### src/rtl/nfca_rx_pkg.sv
// NFC-A 106 kbps reader receive path: shared constants and state type.
package nfca_rx_pkg;

  localparam int SAMPLES_PER_WIN = 16;
  localparam int WINS_PER_HALF   = 4;

  typedef enum logic [1:0] {
    IDLE,
    SOF2,
    DATA
  } rx_state_e;

endpackage

### src/rtl/nfca_rx_p2p.sv
// Per-window (16 samples) peak-to-peak tracker of the antenna envelope.
module nfca_rx_p2p
  import nfca_rx_pkg::*;
#(
  parameter int ADC_W = 12
) (
  input  logic             clk,
  input  logic             rstn,
  input  logic             realign,
  input  logic             en,
  input  logic [ADC_W-1:0] data,
  output logic             win_done,
  output logic [ADC_W-1:0] p2p
);

  logic [3:0]       cnt_q, cnt_d;
  logic [ADC_W-1:0] max_q, max_d;
  logic [ADC_W-1:0] min_q, min_d;
  logic [ADC_W-1:0] cur_max, cur_min;
  logic             first;

  always_comb begin
    first   = (cnt_q == '0);
    cur_max = (first || data > max_q) ? data : max_q;
    cur_min = (first || data < min_q) ? data : min_q;
    // cur_max >= cur_min always, so the difference never wraps
    p2p      = cur_max - cur_min;
    win_done = en && (cnt_q == 4'(SAMPLES_PER_WIN - 1));
    cnt_d = cnt_q;
    max_d = max_q;
    min_d = min_q;
    if (realign) begin
      cnt_d = '0;
      max_d = '0;
      min_d = '0;
    end else if (en) begin
      cnt_d = cnt_q + 4'd1;
      max_d = cur_max;
      min_d = cur_min;
    end
  end

  always_ff @(posedge clk or negedge rstn) begin
    if (!rstn) begin
      cnt_q <= '0;
      max_q <= '0;
      min_q <= '0;
    end else begin
      cnt_q <= cnt_d;
      max_q <= max_d;
      min_q <= min_d;
    end
  end

endmodule

### src/rtl/nfca_rx_demodulate.sv
// NFC-A reader RX: subcarrier detect, SOF/Manchester decode, EOF/collision.
// Optional adaptive threshold: NFCA_RX_AUTO_THRESHOLD_EN.
module nfca_rx_demodulate
  import nfca_rx_pkg::*;
#(
  parameter int ADC_W  = 12,
  parameter int THRESH = 64,
  parameter int MAJ    = 2
) (
  input  logic             rstn,
  input  logic             clk,
  input  logic             rx_window,
  input  logic             adc_data_en,
  input  logic [ADC_W-1:0] adc_data,
  output logic             rx_on,
  output logic             rx_bit_en,
  output logic             rx_bit,
  output logic             rx_end,
  output logic             rx_error
);

  localparam logic [ADC_W-1:0] THR_C = ADC_W'(THRESH);
  localparam logic [2:0]       MAJ_C = 3'(MAJ);
  localparam logic [1:0]       WLAST = 2'(WINS_PER_HALF - 1);

  logic             win_done;
  logic [ADC_W-1:0] p2p;
  logic [ADC_W-1:0] thr;
  logic             win_mod;

  rx_state_e  state_q, state_d;
  logic [1:0] widx_q, widx_d;
  logic       half_q, half_d;
  logic [2:0] cnt_q, cnt_d;
  logic       h1_q, h1_d;
  logic       on_q, on_d;
  logic       bit_en_q, bit_en_d;
  logic       bit_q, bit_d;
  logic       end_q, end_d;
  logic       err_q, err_d;
  logic [2:0] acc;
  logic       hmod;

  nfca_rx_p2p #(
    .ADC_W(ADC_W)
  ) u_p2p (
    .clk     (clk),
    .rstn    (rstn),
    .realign (~rx_window),
    .en      (adc_data_en),
    .data    (adc_data),
    .win_done(win_done),
    .p2p     (p2p)
  );

  assign win_mod = (p2p >= thr);

`ifdef NFCA_RX_AUTO_THRESHOLD_EN
  logic [ADC_W-1:0] nf_q, nf_d;
  logic [ADC_W:0]   nf2;

  always_comb begin
    nf2 = {nf_q, 1'b0};
    thr = nf2[ADC_W] ? '1 : nf2[ADC_W-1:0];
    if (thr < THR_C) thr = THR_C;
    nf_d = nf_q;
    if (rx_window && state_q == IDLE && win_done && !win_mod)
      nf_d = nf_q - (nf_q >> 3) + (p2p >> 3);
  end

  always_ff @(posedge clk or negedge rstn) begin
    if (!rstn) nf_q <= '0;
    else       nf_q <= nf_d;
  end
`else
  assign thr = THR_C;
`endif

  always_comb begin
    state_d  = state_q;
    widx_d   = widx_q;
    half_d   = half_q;
    cnt_d    = cnt_q;
    h1_d     = h1_q;
    on_d     = on_q;
    bit_en_d = 1'b0;
    bit_d    = bit_q;
    end_d    = 1'b0;
    err_d    = err_q;
    acc      = cnt_q + {2'b00, win_mod};
    hmod     = (acc >= MAJ_C);
    if (!rx_window) begin
      state_d = IDLE;
      widx_d  = '0;
      half_d  = 1'b0;
      cnt_d   = '0;
      h1_d    = 1'b0;
      on_d    = 1'b0;
      if (on_q) begin
        end_d = 1'b1;
        err_d = 1'b1;
      end
    end else if (win_done) begin
      unique case (state_q)
        IDLE: begin
          // this hit is window 0 of the SOF first half
          if (win_mod) begin
            state_d = SOF2;
            widx_d  = 2'd1;
            half_d  = 1'b0;
            cnt_d   = 3'd1;
            h1_d    = 1'b0;
          end
        end
        SOF2, DATA: begin
          widx_d = widx_q + 2'd1;
          cnt_d  = acc;
          if (widx_q == WLAST) begin
            cnt_d = '0;
            if (!half_q) begin
              half_d = 1'b1;
              h1_d   = hmod;
            end else begin
              half_d = 1'b0;
              if (state_q == SOF2) begin
                if (h1_q && !hmod) begin
                  state_d = DATA;
                  on_d    = 1'b1;
                end else begin
                  state_d = IDLE;
                end
              end else begin
                unique case (1'b1)
                  (h1_q && !hmod): begin
                    bit_en_d = 1'b1;
                    bit_d    = 1'b1;
                  end
                  (!h1_q && hmod): begin
                    bit_en_d = 1'b1;
                    bit_d    = 1'b0;
                  end
                  (!h1_q && !hmod): begin
                    end_d   = 1'b1;
                    err_d   = 1'b0;
                    on_d    = 1'b0;
                    state_d = IDLE;
                  end
                  (h1_q && hmod): begin
                    end_d   = 1'b1;
                    err_d   = 1'b1;
                    on_d    = 1'b0;
                    state_d = IDLE;
                  end
                  default: ;
                endcase
              end
            end
          end
        end
        default: state_d = IDLE;
      endcase
    end
  end

  always_ff @(posedge clk or negedge rstn) begin
    if (!rstn) begin
      state_q  <= IDLE;
      widx_q   <= '0;
      half_q   <= 1'b0;
      cnt_q    <= '0;
      h1_q     <= 1'b0;
      on_q     <= 1'b0;
      bit_en_q <= 1'b0;
      bit_q    <= 1'b0;
      end_q    <= 1'b0;
      err_q    <= 1'b0;
    end else begin
      state_q  <= state_d;
      widx_q   <= widx_d;
      half_q   <= half_d;
      cnt_q    <= cnt_d;
      h1_q     <= h1_d;
      on_q     <= on_d;
      bit_en_q <= bit_en_d;
      bit_q    <= bit_d;
      end_q    <= end_d;
      err_q    <= err_d;
    end
  end

  assign rx_on     = on_q;
  assign rx_bit_en = bit_en_q;
  assign rx_bit    = bit_q;
  assign rx_end    = end_q;
  assign rx_error  = err_q;

endmodule

### config.mk
export PLATFORM = sky130hd
export DESIGN_NAME = nfca_rx_demodulate
export DESIGN_NICKNAME = d
export VERILOG_FILES = /design/src/rtl/nfca_rx_pkg.sv /design/src/rtl/nfca_rx_p2p.sv /design/src/rtl/nfca_rx_demodulate.sv
export SDC_FILE = /design/constraint.sdc
export NUM_CORES = 1
export LEC_CHECK = 0
export BUFFER_PORTS_ARGS = -buffer_cell sky130_fd_sc_hd__buf_2
export CORE_MARGIN = 2
export CORE_UTILIZATION = 45
export CTS_BUF_LIST = sky130_fd_sc_hd__clkbuf_4 sky130_fd_sc_hd__clkbuf_8
export CTS_CLUSTER_DIAMETER = 120
export CTS_CLUSTER_SIZE = 14
export DETAILED_ROUTE_END_ITERATION = 10
export PLACE_DENSITY = 0.61
export SLEW_MARGIN = 20
export SYNTH_ARGS = -nofsm -noshare
export SYNTH_HDL_FRONTEND = slang
export SYNTH_SLANG_ARGS = --single-unit
### constraint.sdc
create_clock -name clk -period 5.85 [get_ports clk]
set_input_delay 1.17 -clock clk [delete_from_list [all_inputs] [get_ports clk]]
set_output_delay 1.17 -clock clk [all_outputs]
set_load 0.02 [all_outputs]
==> metrics.cfg, run 1 <==
[detailed_routing]
via_per_inst=5.355
wl_mm=8.090
drt_iter0_drc=113
routedWlPerCell_um=14.66
dr.pass1.iters=4
post-route-drc-count=0
final_antenna_net_count=0
via_count=2956

[setup_path]
crit_type=in -> reg
start_kind=primary input
rrSetupSlack_ns=0.75
cp_max_fo=6
end_kind=flop
r2r_cells=27
rr_startpoint=u_p2p.max_q[6]
cp_slowest_cell=a21oi_2
reg2reg_to=state_q[1]
crit_arrival_ns=5.89
required_ns=6.08
slowest_delay_ns=0.30

[final_layout]
layout_common_cells=buf_4, nor2_1, dfrtp_1, ha_1, inv_1
areaGrowthSynthToFinish_pct=27.23
finalNetCount=516
final_common_cell=buf_4
final_layout_size_suffix_gt1_share_pct=27.37
fin_util_pct=59.08
final_area_um2=4285
antennaDiodeCount=0

[yosys]
synthCells=380
syn_area_per_cell_um2=8.864
async_reset_ff_share_pct=100.0
synthFlopType=dfrtp_1
synth_edf_count=0
ys_types=57
syn_nets=444
syn_area_um2=3368
yosysSeqAreaShare_pct=31.20
ys_seq_elements=42
ys_warn_count=0

[floorplan]
rows=31
dieArea_um2=8193
core-area_um2=7253
die_h_um=90.52
ios=21
initial_core_util_pct=46.44
die_w_um=90.52

[clock_network]
h-tree-depth=2
clock_sinks=42
cts_root_buf=clkbuf_8
cts_tree=built
clkTransAtPathRegs_ns=0.09
cts_buffers=5
clock_latency_ns=0.30
cts_buffer_depth=2

[timing]
worst_pin_slew_ns=0.9765
maxSlewViolCount=0
period_share_pct=96.69
final_hold_viol_count=0
max_freq_ghz=0.1768
slew_headroom_pct=34.90
finalSetupViolations=0
fin_crit_ns=5.656
setup_tns_ns=0
fin_skew_ns=0.01201

[power_and_ir_drop]
power_leakage_nw=1.992
powerDensity_nw_per_um2=219.7
max-vdd-ir-drop_mv=0.09639

[global_route]
globalRouteMet1Util_pct=27.08
grt_pass1_wl_mm=13.17
grt_max_degree=43
top_usage_layer=met2
met2_usage_pct=32.09
antenna_found_initial=0
grt_pass1_vias=2854
met3_usage_pct=3.339
grt_overflow_total=0
track_usage_pct=19.66

[min_path]
min_to=widx_q[0]
min_from=widx_q[0]
hold_path_depth=1
hold_class=reg -> reg

[place]
dpl.hpwl_mm=5.756
io_buffers=20
postPlaceCellArea_um2=3934
gp_congestion=0.9116

[flow_run]
cap_violations=0

[run_status]
outcome=finished clean

[worst max path at each step]
stage | startpoint | cells past startpoint | end
CTS | adc_data[11] | 25 | state_q[1]
global route | adc_data[6] | 26 | state_q[1]
global placement | adc_data[5] | 27 | state_q[1]
finish | adc_data[4] | 27 | state_q[1]
detailed placement | adc_data[7] | 27 | state_q[1]
floorplan | adc_data[11] | 25 | state_q[0]
[registers in the layout (all words and copies together) (netlist names)]
signal,flops
cnt_q,3
h1_q,1
half_q,1
rx_bit,1
rx_bit_en,1
rx_end,1
rx_error,1
rx_on,1
state_q,2
u_p2p.cnt_q,4
u_p2p.max_q,12
u_p2p.min_q,12
widx_q,2
[cells by family after synthesis]
kind of cell	after synthesis	share of synthesized area, %
compound gates	89	19.06
xor+xnor	5	1.709
fa+ha+maj	48	18.05
buf+inv	53	5.906
flops	42	31.20
mux	27	8.061
simple gates	116	16.01
[per-stage QoR]
stage | cells | hold WS, ns | worst slack [ns] | total power [mW]
final | 552 | 0.4996 | 0.1939 | 0.9414
after global routing | 552 | 0.5278 | -0.1424 | 1.006
after CTS | 543 | 0.5034 | 0.09341 | 0.8978
after detailed placement | 535 | 0.4910 | -0.1842 | 0.6624
after global placement | 535 | 0.4844 | -0.1417 | 0.6583
after floorplan | 380 | 0.4690 | 0.03033 | 0.5338
[area by class of cell]
cell class                      count  area (um^2)
Clock buffer                        5        68.82
Clock inverter                      3        40.04
Fill cell                         649         2968
Inverter                           40        150.1
Multi-Input combinational cell    285         2292
Sequential cell                    42         1051
Tap cell                           99        123.9
Timing Repair Buffer               78        559.3
[worst max-delay path, delay by kind of cell]
kind | cells | cell delay (ns)
mux | 1 | 0.18
fa+ha+maj | 5 | 1.18
compound gates | 9 | 1.55
buf+inv | 4 | 0.50
simple gates | 7 | 1.00
xor+xnor | 1 | 0.29
[where the power goes]
group          leakage, nW  total (mW)  internal, mW  switching, mW
clock network       0.0579       0.233         0.126          0.107
logic                 1.37       0.393         0.191          0.202
registers            0.561       0.316         0.304         0.0116
[synth_stat cells (5+ instances only)]
cell,n,area (um^2)
nor3_1,10,50.05
a21oi_1,20,100.1
clkbuf_1,11,41.29
o21ai_1,12,60.06
mux2i_1,26,260.3
inv_1,38,142.6
nand2_1,29,108.9
o21ai_0,6,30.03
ha_1,47,588.1
nor2_1,49,183.9
a211oi_1,17,127.6
nand4_1,5,31.28
dfrtp_1,42,1051
nor2b_1,5,31.28
[routing by layer]
metal	routed length [um]	share of wire (%)
met5	0	0
met3	231	2.9
met2	3830	47
met4	106	1.3
met1	3922	48
[what timing repair did]
| item | CTS | global route |
|---|---|---|
| resized for setup | 0 | 27 |
| endpoints found under the setup margin | 0 | 7 |
| hold buffers | 0 | 0 |
| setup buffers | 0 | 9 |
(Power assumes the default switching activity.)
==> run 2, diff against run 1 <==
Settings changed: CORE_UTILIZATION 45 to 40, PLACE_DENSITY 0.61 to 0.56.
==> metrics.cfg, run 2 (synthesis results as in run 1) <==
[final_layout]
stdcell_count=569  ; was 552
areaGrowthSynthToFinish_pct=30.57  ; was 27.23%
reg.largest.list=u_p2p.max_q: 12 flops, u_p2p.min_q: 12 flops, u_p2p.cnt_q: 4 flops  ; unchanged
finalNetCount=527  ; was 516
final_layout_size_suffix_gt1_share_pct=29.96  ; was 27.37%
final_common_cell=buf_4  ; unchanged
antennaDiodeCount=0  ; unchanged
layout_common_cells=buf_4, nor2_1, dfrtp_1, ha_1, inv_1  ; unchanged

[floorplan]
die_h_um=95.77  ; was 90.52 um
ios=21  ; unchanged
rows=33  ; was 31
core-area_um2=8175  ; was 7253 um^2
dieArea_um2=9171  ; was 8193 um^2
initial_core_util_pct=41.20  ; was 46.44%
die_w_um=95.77  ; was 90.52 um

[detailed_routing]
post-route-drc-count=0  ; unchanged
routedWlPerCell_um=14.94  ; was 14.66 um
drt_iter0_drc=115  ; was 113
wl_mm=8.503  ; was 8.090 mm
dr.pass1.iters=4  ; unchanged
final_antenna_net_count=0  ; unchanged
via_per_inst=5.288  ; was 5.355
via_count=3009  ; was 2956

[setup_path]
end_kind=flop  ; unchanged
crit_arrival_ns=5.87  ; was 5.89 ns
r2r_cells=30  ; was 27
cpMostUsedCell=buf_4
cp_num_cells=30  ; was 27
critPathTopFamily=compound AO/OA/AOI/OAI gates  ; unchanged
start_kind=primary input  ; unchanged
cp_slowest_cell=ha_1  ; was a21oi_2
rr_startpoint=u_p2p.max_q[7]  ; was u_p2p.max_q[6]
required_ns=6.03  ; was 6.08 ns
crit_type=in -> reg  ; unchanged
slowest_delay_ns=0.31  ; was 0.30 ns
crit_buf_inv=7  ; was 4
crit_start=adc_data[6]  ; was adc_data[4]
cp_max_fo=3  ; was 6

[global_route]
grt_pass1_vias=2856  ; was 2854
grt_overflow_total=0  ; unchanged
track_usage_pct=18.99  ; was 19.66%
grt_pass1_wl_mm=13.66  ; was 13.17 mm
grt_max_degree=43  ; unchanged
antenna_found_initial=0  ; unchanged

[clock_network]
cts_tree=built  ; unchanged
clock_sinks=42  ; unchanged
cts_buffers=5  ; unchanged
clock_latency_ns=0.31  ; was 0.30 ns
h-tree-depth=2  ; unchanged
cts_buffer_depth=2  ; unchanged
clkTransAtPathRegs_ns=0.08  ; was 0.09 ns
cts_root_buf=clkbuf_8  ; unchanged

[timing]
fin_crit_ns=5.693  ; was 5.656 ns
max_freq_ghz=0.1756  ; was 0.1768 GHz
fin_skew_ns=0.01647  ; was 0.01201 ns
final_hold_viol_count=0  ; unchanged
finalSetupViolations=0  ; unchanged
slew_headroom_pct=58.17  ; was 34.90%
worst_pin_slew_ns=0.6217  ; was 0.9765 ns
setup_slack_ns=0.1566  ; was 0.1939 ns
maxSlewViolCount=0  ; unchanged
period_share_pct=97.32  ; was 96.69%

[power_and_ir_drop]
power_leakage_nw=2.049  ; was 1.992 nW
power.switching_mw=0.3298  ; was 0.3202 mW
p_sw_share_pct=32.98  ; was 34.01%
max-vdd-ir-drop_mv=0.1514  ; was 0.09639 mV
intPower_mw=0.6702  ; was 0.6213 mW
comb_power_share_pct=39.8  ; was 41.8%
p_seq_share_pct=31.5  ; was 33.5%
power_mw=1.000  ; was 0.9414 mW
powerDensity_nw_per_um2=227.4  ; was 219.7 nW/um^2
power_frac_clock_pct=28.7  ; was 24.7%

[place]
placed_cells=555  ; was 535
dp_slack_ns=-0.3374  ; was -0.1842 ns
dpl.hpwl_mm=6.051  ; was 5.756 mm
io_buffers=20  ; unchanged
gp_congestion=0.8383  ; was 0.9116

[flow_run]
cap_violations=0  ; unchanged

[min_path]
min_from=widx_q[0]  ; unchanged
hold_class=reg -> reg  ; unchanged
hold_path_depth=1  ; unchanged

[run_status]
outcome=finished clean  ; unchanged

==> run 2: changes by cell type in the layout (fill, tap and decap cells not counted), moves of 2 or more <==
cell / delta
nor2b_2: +2
nor2b_1: -2
buf_4: +13
clkinv_2: -2
ha_1: +2
==> run 2: repair_timing <==
action	CTS	global route
hold buffers	0	0
gates resized for setup	4	28
buffers inserted	1	6
pin swaps	1	20
endpoints found under the setup margin	3	7
gates cloned	0	1
==> run 2: layout make-up <==
cell class | instances | area (um^2)
fill | 759 | 3777
inverter | 40 | 150.1
sequential | 42 | 1051
clock buffer | 5 | 68.82
timing repair buffer | 89 | 625.6
multi-input combinational | 285 | 2302
clock inverter | 3 | 68.82
tap | 105 | 131.4
==> run 2: path summary, 6_finish.rpt <==
path                                  end  slack (ns)
setup / recovery               state_q[1]        0.16
hold / removal                  widx_q[0]        0.50
setup reg to reg               state_q[1]        0.72
hold reg to reg                 widx_q[0]        0.50
max in group asynchronous       widx_q[0]        4.58
min in group asynchronous  u_p2p.max_q[2]        0.86
==> run 2: per-layer routing <==
layer	vias up	track usage (%)	routed length, um	share of wire (%)
met4	0	3.929	123	1.4
met5	-	0	0	0
li1	1517	-	-	-
met2	44	34.27	4236	50
met3	9	2.193	247	2.9
met1	1439	24.41	3896	46
==> run 2: power groups by stage <==
stage	Sequential, mW	Clock [mW]	Combinational [mW]
2_1_floorplan	0.317	0	0.216
3_3_place_gp	0.320	0	0.361
3_5_place_dp	0.321	0	0.364
4_1_cts	0.315	0.296	0.371
5_1_grt	0.317	0.305	0.439
6_report	0.315	0.287	0.398
==> run 2: stage by stage <==
stage	cell area, um^2	TNS [ns]	hold WS [ns]	utilization [%]
2_1_floorplan	3401	0	0.4690	-
3_3_place_gp	4046	-1.629	0.4874	49.49
3_5_place_dp	4046	-1.438	0.4951	49.49
4_1_cts	4209	0	0.5068	51.48
5_1_grt	4398	-0.2864	0.5387	53.80
6_report	4398	0	0.5011	53.80
